`config.mk`:
```
export PLATFORM = sky130hd
export DESIGN_NAME = fetch_unit
export DESIGN_NICKNAME = d
export VERILOG_FILES = /design/src/rtl/mips_pkg.sv /design/src/rtl/fetch_unit_pc_reg.sv /design/src/rtl/fetch_unit.sv
export SDC_FILE = /design/constraint.sdc
export NUM_CORES = 1
export LEC_CHECK = 0
export BUFFER_PORTS_ARGS = -buffer_cell sky130_fd_sc_hd__clkbuf_2
export CAP_MARGIN = 20
export CORE_MARGIN = 2
export CORE_UTILIZATION = 43
export CTS_BUF_LIST = sky130_fd_sc_hd__clkbuf_16
export CTS_CLUSTER_SIZE = 20
export DETAILED_ROUTE_END_ITERATION = 6
export PLACE_DENSITY = 0.8
export SLEW_MARGIN = 20
export SYNTH_ARGS = -nofsm -noshare
export SYNTH_HDL_FRONTEND = slang
export SYNTH_SLANG_ARGS = --single-unit
export TNS_END_PERCENT = 10
```
`constraint.sdc`:
```
create_clock -name clk -period 7.5 [get_ports clk]
set_clock_uncertainty 0.1 [all_clocks]
set_input_delay 0.375 -clock clk [delete_from_list [all_inputs] [get_ports clk]]
set_output_delay 0.375 -clock clk [all_outputs]
set_load 0.01 [all_outputs]
```
`src/rtl/mips_pkg.sv`:
```
// Shared definitions for the fetch stage and its downstream decoder.
package mips_pkg;

    localparam int INSTR_W = 32;
    localparam int OPCODE_MSB = 31;
    localparam int OPCODE_LSB = 26;
    localparam logic [31:0] DEFAULT_RESET_PC = 32'h0000_0000;

    typedef enum logic [1:0] {
        BOOT  = 2'd0,
        EMPTY = 2'd1,
        FULL  = 2'd2
    } fetch_state_e;

    typedef enum logic [1:0] {
        PC_HOLD  = 2'd0,
        PC_INC   = 2'd1,
        PC_REDIR = 2'd2
    } pc_sel_e;

endpackage

```
`src/rtl/fetch_unit_pc_reg.sv`:
```
// PC register with its next-PC mux, plus the pc_out+4 adder for branch targets.
module pc_reg
    import mips_pkg::*;
#(
    parameter int ADDR_W = 32,
    parameter logic [ADDR_W-1:0] RESET_PC = ADDR_W'(DEFAULT_RESET_PC)
) (
    input  logic              clk,
    input  logic              rst,
    input  pc_sel_e           sel,
    input  logic [ADDR_W-1:0] redirect_pc,
    input  logic [ADDR_W-1:0] base_pc,
    output logic [ADDR_W-1:0] pc,
    output logic [ADDR_W-1:0] pc_plus4
);

    logic [ADDR_W-1:0] pc_d;

    // Next-PC select; redirect targets are forced word-aligned, increments wrap.
    always_comb begin
        pc_d = pc;
        case (sel)
            PC_INC:   pc_d = pc + ADDR_W'(4);
            PC_REDIR: pc_d = redirect_pc & ~ADDR_W'(3);
            default:  pc_d = pc;
        endcase
    end

    // PC register, reloaded to the boot vector on reset.
    always_ff @(posedge clk) begin
        if (rst) pc <= RESET_PC;
        else     pc <= pc_d;
    end

    assign pc_plus4 = base_pc + ADDR_W'(4);

endmodule

```
`src/rtl/fetch_unit.sv`:
```
// Instruction fetch stage: PC sequencing, imem request/ready handshake and
// the instruction register feeding the decoder.
//
// state | meaning
// BOOT  | one idle cycle after reset, no request, inputs ignored
// EMPTY | no live instruction, requesting imem_addr
// FULL  | instr/pc_out live; requesting the next word unless stalled
module fetch_unit
    import mips_pkg::*;
#(
    parameter int ADDR_W = 32,
    parameter logic [ADDR_W-1:0] RESET_PC = ADDR_W'(DEFAULT_RESET_PC)
) (
    input  logic               clk,
    input  logic               rst,
    input  logic               stall,
    input  logic               redirect_valid,
    input  logic [ADDR_W-1:0]  redirect_pc,
    output logic               imem_req,
    output logic [ADDR_W-1:0]  imem_addr,
    input  logic [INSTR_W-1:0] imem_rdata,
    input  logic               imem_ready,
    output logic [INSTR_W-1:0] instr,
    output logic [5:0]         opcode,
    output logic [ADDR_W-1:0]  pc_out,
    output logic [ADDR_W-1:0]  pc_plus4,
    output logic               instr_valid
);

    fetch_state_e state_q, state_d;
    pc_sel_e      pc_sel;
    logic         accept;
    logic [ADDR_W-1:0] pc;

    pc_reg #(
        .ADDR_W   (ADDR_W),
        .RESET_PC (RESET_PC)
    ) u_pc_reg (
        .clk         (clk),
        .rst         (rst),
        .sel         (pc_sel),
        .redirect_pc (redirect_pc),
        .base_pc     (pc_out),
        .pc          (pc),
        .pc_plus4    (pc_plus4)
    );

    // State register.
    always_ff @(posedge clk) begin
        if (rst) state_q <= BOOT;
        else     state_q <= state_d;
    end

    // Next state, request and PC select; a redirect abandons any pending request.
    always_comb begin
        state_d  = state_q;
        imem_req = 1'b0;
        accept   = 1'b0;
        pc_sel   = PC_HOLD;
        case (state_q)
            BOOT: begin
                state_d = EMPTY;
            end
            EMPTY: begin
                imem_req = 1'b1;
                if (redirect_valid) begin
                    pc_sel = PC_REDIR;
                end else if (imem_ready) begin
                    accept  = 1'b1;
                    pc_sel  = PC_INC;
                    state_d = FULL;
                end
            end
            FULL: begin
                imem_req = ~stall;
                if (redirect_valid) begin
                    pc_sel  = PC_REDIR;
                    state_d = EMPTY;
                end else if (!stall) begin
                    if (imem_ready) begin
                        accept = 1'b1;
                        pc_sel = PC_INC;
                    end else begin
                        state_d = EMPTY;
                    end
                end
            end
            default: begin
                state_d = BOOT;
            end
        endcase
    end

    // Instruction register and its address, loaded on every accepted fetch.
    always_ff @(posedge clk) begin
        if (rst) begin
            instr  <= '0;
            pc_out <= '0;
        end else if (accept) begin
            instr  <= imem_rdata;
            pc_out <= pc;
        end
    end

    assign imem_addr   = pc;
    assign opcode      = instr[OPCODE_MSB:OPCODE_LSB];
    assign instr_valid = (state_q == FULL);

endmodule

```
* After elaboration in Yosys (flattened, before gate mapping)
Cells that the tools add are included.
** Operators by class
- Reductions and logical operators :: 3
- Eq/ne operators :: 8
- Add/sub/neg operators :: 2
- Multiplexer cells :: 18
- Bitwise logic cells :: 1
** Operators with widths (count)
- 32-bit by 3-bit adder with 32-bit output (second input constant) :: 2
- 32-bit one-hot mux with 2 select lines :: 1
- 2-bit two-way mux :: 8
- 3-bit != test (second input constant) :: 2
- 2-bit one-hot mux with 3 select lines :: 1
- 1-bit two-way mux :: 5
- 2-bit by 1-bit == test with 1-bit output (second input constant) :: 2
- 2-bit == test (second input constant) :: 2
- 2-bit != test (second input constant) :: 2
- 1-bit one-hot mux with 2 select lines :: 2
- 2-bit one-hot mux with 2 select lines :: 1
- 4-bit AND reduction :: 1
- 2-bit zero test :: 1
- 2-bit nonzero test :: 1
- 1-bit inverter :: 1
** Storage, ports and cells
- Register bits :: 98
- Bits of input ports :: 69
- Output and inout port bits :: 136
- Logic and storage cells :: 36

* Logic depth before layout (Yosys ltp)
- Word-level depth :: 6
- Mapped depth :: 14
- Mapped depth without buffers :: 10

* By module
A second synthesis with hierarchy kept.
** Unflattened totals
- Cell total of the unflattened synthesis :: 666
- Area, all modules :: 5504.0 um2
** Modules (own cells, without submodules)
- fetch_unit :: instances 1, cells each 312, area an instance 2859.0 um2, sequential area each 1321.3 um2
- pc_reg :: instances 1, cells each 354, area an instance 2645.0 um2, sequential area each 600.6 um2

* Least setup slack after synthesis
Ideal clock, no wire load.
- Kind :: register -> register
- From :: register state_q[0]
- To :: register u_pc_reg.pc[18]
- Buffers on the path :: 4
- Arrival time :: 2.890 ns
- Stages on the path, launching flop included :: 14
- Slack :: 4.385 ns
- Setup time :: 0.126 ns
- Data required time :: 7.274 ns
- Period minus slack after synthesis :: 3.115 ns
- Path through :: dfxtp_1 -> inv_1 -> ha_1 -> nor2b_1 -> o2111a_1 -> clkbuf_1 -> inv_2 -> clkbuf_1 -> ha_1 -> clkbuf_1 -> buf_1 -> nor3_1 -> a211oi_1 -> nor3_1
** On the way
- Cells in the longest elaborated chain, start to end :: 4
- Elaborated cells between the ends (all ways) :: 7
- Those cells by class :: eq/ne: 4; mux: 2; reduce/logical: 1
** Ends and longest elaborated chain
- from (decl) :: line fetch_unit.sv:30 : fetch_state_e state_q, state_d;
- from (signal assigned) :: line fetch_unit.sv:51 : else state_q <= state_d;
- 2-bit == test (*)
- via instr_valid :: line fetch_unit.sv:27 : output logic instr_valid
- 2-bit one-hot mux with 2 select lines (*) :: line fetch_unit.sv:60 : case (state_q)
- 2-bit == test or 2-bit by 1-bit == test with 1-bit output (tied branches) :: line fetch_unit_pc_reg.sv:22 : case (sel)
- 32-bit one-hot mux with 2 select lines or 2-bit nonzero test (tied branches)
- to (signal assigned) :: line fetch_unit_pc_reg.sv:32 : else pc <= pc_d;
- to (decl) :: line fetch_unit_pc_reg.sv:13 : output logic [ADDR_W-1:0] pc,
The timed path passes the listed nets; every way through them passes the cells marked *.
A chain may end at the register's enable or synchronous reset.

* Worst setup path in the final report
- From :: register state_q[0]
- To :: register u_pc_reg.pc[29]
** On the way
- Cells in the longest elaborated chain, start to end :: 4
- Elaborated cells between the ends (all ways) :: 7
- Those cells by class :: eq/ne: 4; mux: 2; reduce/logical: 1
** Ends and longest elaborated chain (line)
- 2-bit == test or 2-bit by 1-bit == test with 1-bit output (tied branches) :: fetch_unit.sv:60
- 2-bit one-hot mux with 2 select lines (*) :: fetch_unit.sv:60
- 2-bit == test or 2-bit by 1-bit == test with 1-bit output (tied branches) :: fetch_unit_pc_reg.sv:22
- 32-bit one-hot mux with 2 select lines or 2-bit nonzero test (tied branches)
Every way passes the cells marked *; elsewhere a longest branch is shown, timed or not.

==> flow_metrics.env <==
export IMPL_post_cts_buffers=0
export IMPL_drcViolationCount=0
export IMPL_peakVddDrop_uv=126
export IMPL_synth_edf_count=0
export IMPL_synth_area_top_cells="dfxtp_1 38%, nand2_1 12%, a21oi_1 7.6%"
export IMPL_yosysTopAreaCell="dfxtp_1"
export IMPL_grt_overflow=0
export IMPL_grt_pass1_wl_um=24200
export IMPL_r2r_slack_ns=3.24
export IMPL_required_ns=7.63
export IMPL_rows=39
export IMPL_ys_types=61
export IMPL_start_util_pct=43.7
export IMPL_clock_fmax_mhz=235
export IMPL_rsz0062_at_grt="no"
export IMPL_diodes=0
export IMPL_numPortBuffers=196
export IMPL_tightest_slew_ns=1.09
export IMPL_synthCells=659
export IMPL_drt_iter0_markers=581
export IMPL_endpoint_kind="register"
export IMPL_area_growth_pct=26.1
export IMPL_numCtsBuffers=9
export IMPL_yosysWarnings=0
export IMPL_antenna_left=0
export IMPL_r2r_start="state_q[0]$_SDFFE_PP0P_"
export IMPL_cp_slowest_cell="clkinv_1"
export IMPL_globalRouteTotalUtil_pct=23.5
export IMPL_outcome="complete, no violations"
export IMPL_ys_async_sr_fraction_pct=0
export IMPL_vias=5311
export IMPL_synth_top_area_share_pct=37.8
export IMPL_holdBufCountCts=0
export IMPL_path_clk_slew_ns=0.07
export IMPL_dp_hpwl_um=10400
export IMPL_synth_cell_area_mm2=0.00497
export IMPL_largest_register_ff_count=32
export IMPL_dieArea_mm2=0.0124
export IMPL_cts_sinks=94
export IMPL_dr_pass1_iters=5
export IMPL_die_h_um=112
export IMPL_setup_tns_ns=0
export IMPL_power_leakage_nw=2.64
export IMPL_max_slew_margin_pct=26.5
export IMPL_finalHoldViolations=0
export IMPL_worstPathArrival_ns=4.39
export IMPL_drive_gt1_share_pct=28.2
export IMPL_die_width_um=112
export IMPL_start_kind="register"
export IMPL_slew_viol_final=0
export IMPL_final_common_cell="clkbuf_2"
export IMPL_io_pins=205
export IMPL_critical_path_class="register to register"
export IMPL_max_clock_path_buffers=2
export IMPL_wl_per_cell_um=15.5
export IMPL_grt_max_degree=64
export IMPL_antenna_found_initial=0
export IMPL_finalSetupViolations=0
export IMPL_grt_pass1_vias=4605
export IMPL_cts_tree="built"
export IMPL_power_mw=1.36
export IMPL_power_density_mw_per_mm2=216
export IMPL_final_cell_mix="195 x clkbuf_2, 157 x nand2_1, 94 x dfxtp_1"
export IMPL_clk_latency_ns=0.34
export IMPL_fin_nets=897
export IMPL_routed_wl_um=15000
export IMPL_cts_root_buf="clkbuf_16"
export IMPL_cpPeakStageDelay_ns=0.57
export IMPL_period_share_pct=56.8
export IMPL_crit_fanout=63
export IMPL_cap_violations=0
export IMPL_yosys_register_bits=94
export IMPL_gp_congestion=0.898
export IMPL_path_cells="inv_1, ha_1, nor2b_1, o2111a_2, buf_4, inv_2, ha_1, buf_4, clkinv_1, o211ai_1, a21oi_1, mux2_2"
export IMPL_min_from="imem_rdata[16]"
export IMPL_via_per_inst=5.49
export IMPL_cp_startpoint="state_q[0]$_SDFFE_PP0P_"
export IMPL_core_mm2=0.0114
export IMPL_syn_avg_cell_area_um2=7.55
export IMPL_htree_levels=3
export IMPL_synth_flop_cell="dfxtp_1"
export IMPL_fin_crit_ns=4.26
export IMPL_hp_class="primary input to register"
export IMPL_cts_resized=0
export IMPL_ys_seq_area_share_pct=37.8
final cells by class:
class | instances | area, um2
Inverter | 18 | 67.6
Clock buffer | 9 | 225
Fill cell | 1096 | 5100
Timing Repair Buffer | 202 | 1040
Tap cell | 143 | 179
Sequential cell | 94 | 1880
Multi-Input combinational cell | 495 | 2780
Clock inverter | 7 | 96.3
report_power, final:
group          switching (mW)  leakage, nW  internal (mW)  total [mW]
logic                   0.186         1.73          0.107       0.292
registers              0.0452        0.758          0.529       0.574
clock network           0.197        0.154          0.293       0.491
layer usage:
layer	vias up	routed length [um]	track usage, %
li1	2638	-	-
met1	2375	6630	32.8
met2	273	7060	37.9
met3	25	1040	3.21
met4	0	256	7.49
met5	-	0	0
worst max-delay path: cells and delay by family, from the launching register on:
kind / cells / cell delay (ns)
DFF: 1 / 0.36
adders and majority gates: 2 / 0.61
AOI/OAI and AO/OA: 3 / 0.63
and+or+nand+nor: 1 / 0.20
buffers and inverters: 5 / 1.91
muxes: 1 / 0.29
cells in the mapped netlist, drive strengths merged (3+ instances only):
master / count
nand2: 157
dfxtp: 94
a21oi: 76
clkbuf: 36
nor2: 27
buf: 21
nor3: 20
nor4: 20
nand3: 19
inv: 17
o21ai: 16
xor2: 16
nand4: 15
xnor2: 12
and4: 10
a31oi: 9
a22oi: 8
ha: 8
and3: 7
or3: 5
and2: 4
o211ai: 4
or4: 4
a211oi: 3
a32oi: 3
mux2: 3
mux2i: 3
o21a: 3
o31ai: 3
or2: 3
cell families after synthesis:
family | Yosys count | synth area share [%]
other | 1 | 0.0754
muxes | 6 | 1.28
DFF | 94 | 37.8
adders and majority gates | 8 | 2.01
xor gates and xnor gates | 28 | 4.93
AOI/OAI and AO/OA | 149 | 18.4
buffers and inverters | 75 | 6.62
and+or+nand+nor | 298 | 28.8
through the flow:
stage	area [um2]	worst slack [ns]	std cells	utilization, %	hold WS [ns]
after global placement	5930	2.92	951	52.2	0.342
final	6270	3.24	968	55.2	0.145
after floorplan	4990	4.38	664	-	0.381
after detailed placement	5930	2.88	951	52.2	0.346
after CTS	6250	2.86	967	55.0	0.139
after global routing	6270	2.84	968	55.2	0.148
final timing paths:
kind,to,cells after the start
max,u_pc_reg.pc[29]$_SDFFE_PP0P_,12
min,instr[16]$_SDFFE_PP0P_,3
max reg2reg,u_pc_reg.pc[29]$_SDFFE_PP0P_,12
min reg2reg,instr[7]$_SDFFE_PP0P_,2
No activity file was read; power rests on OpenSTA's default activity.
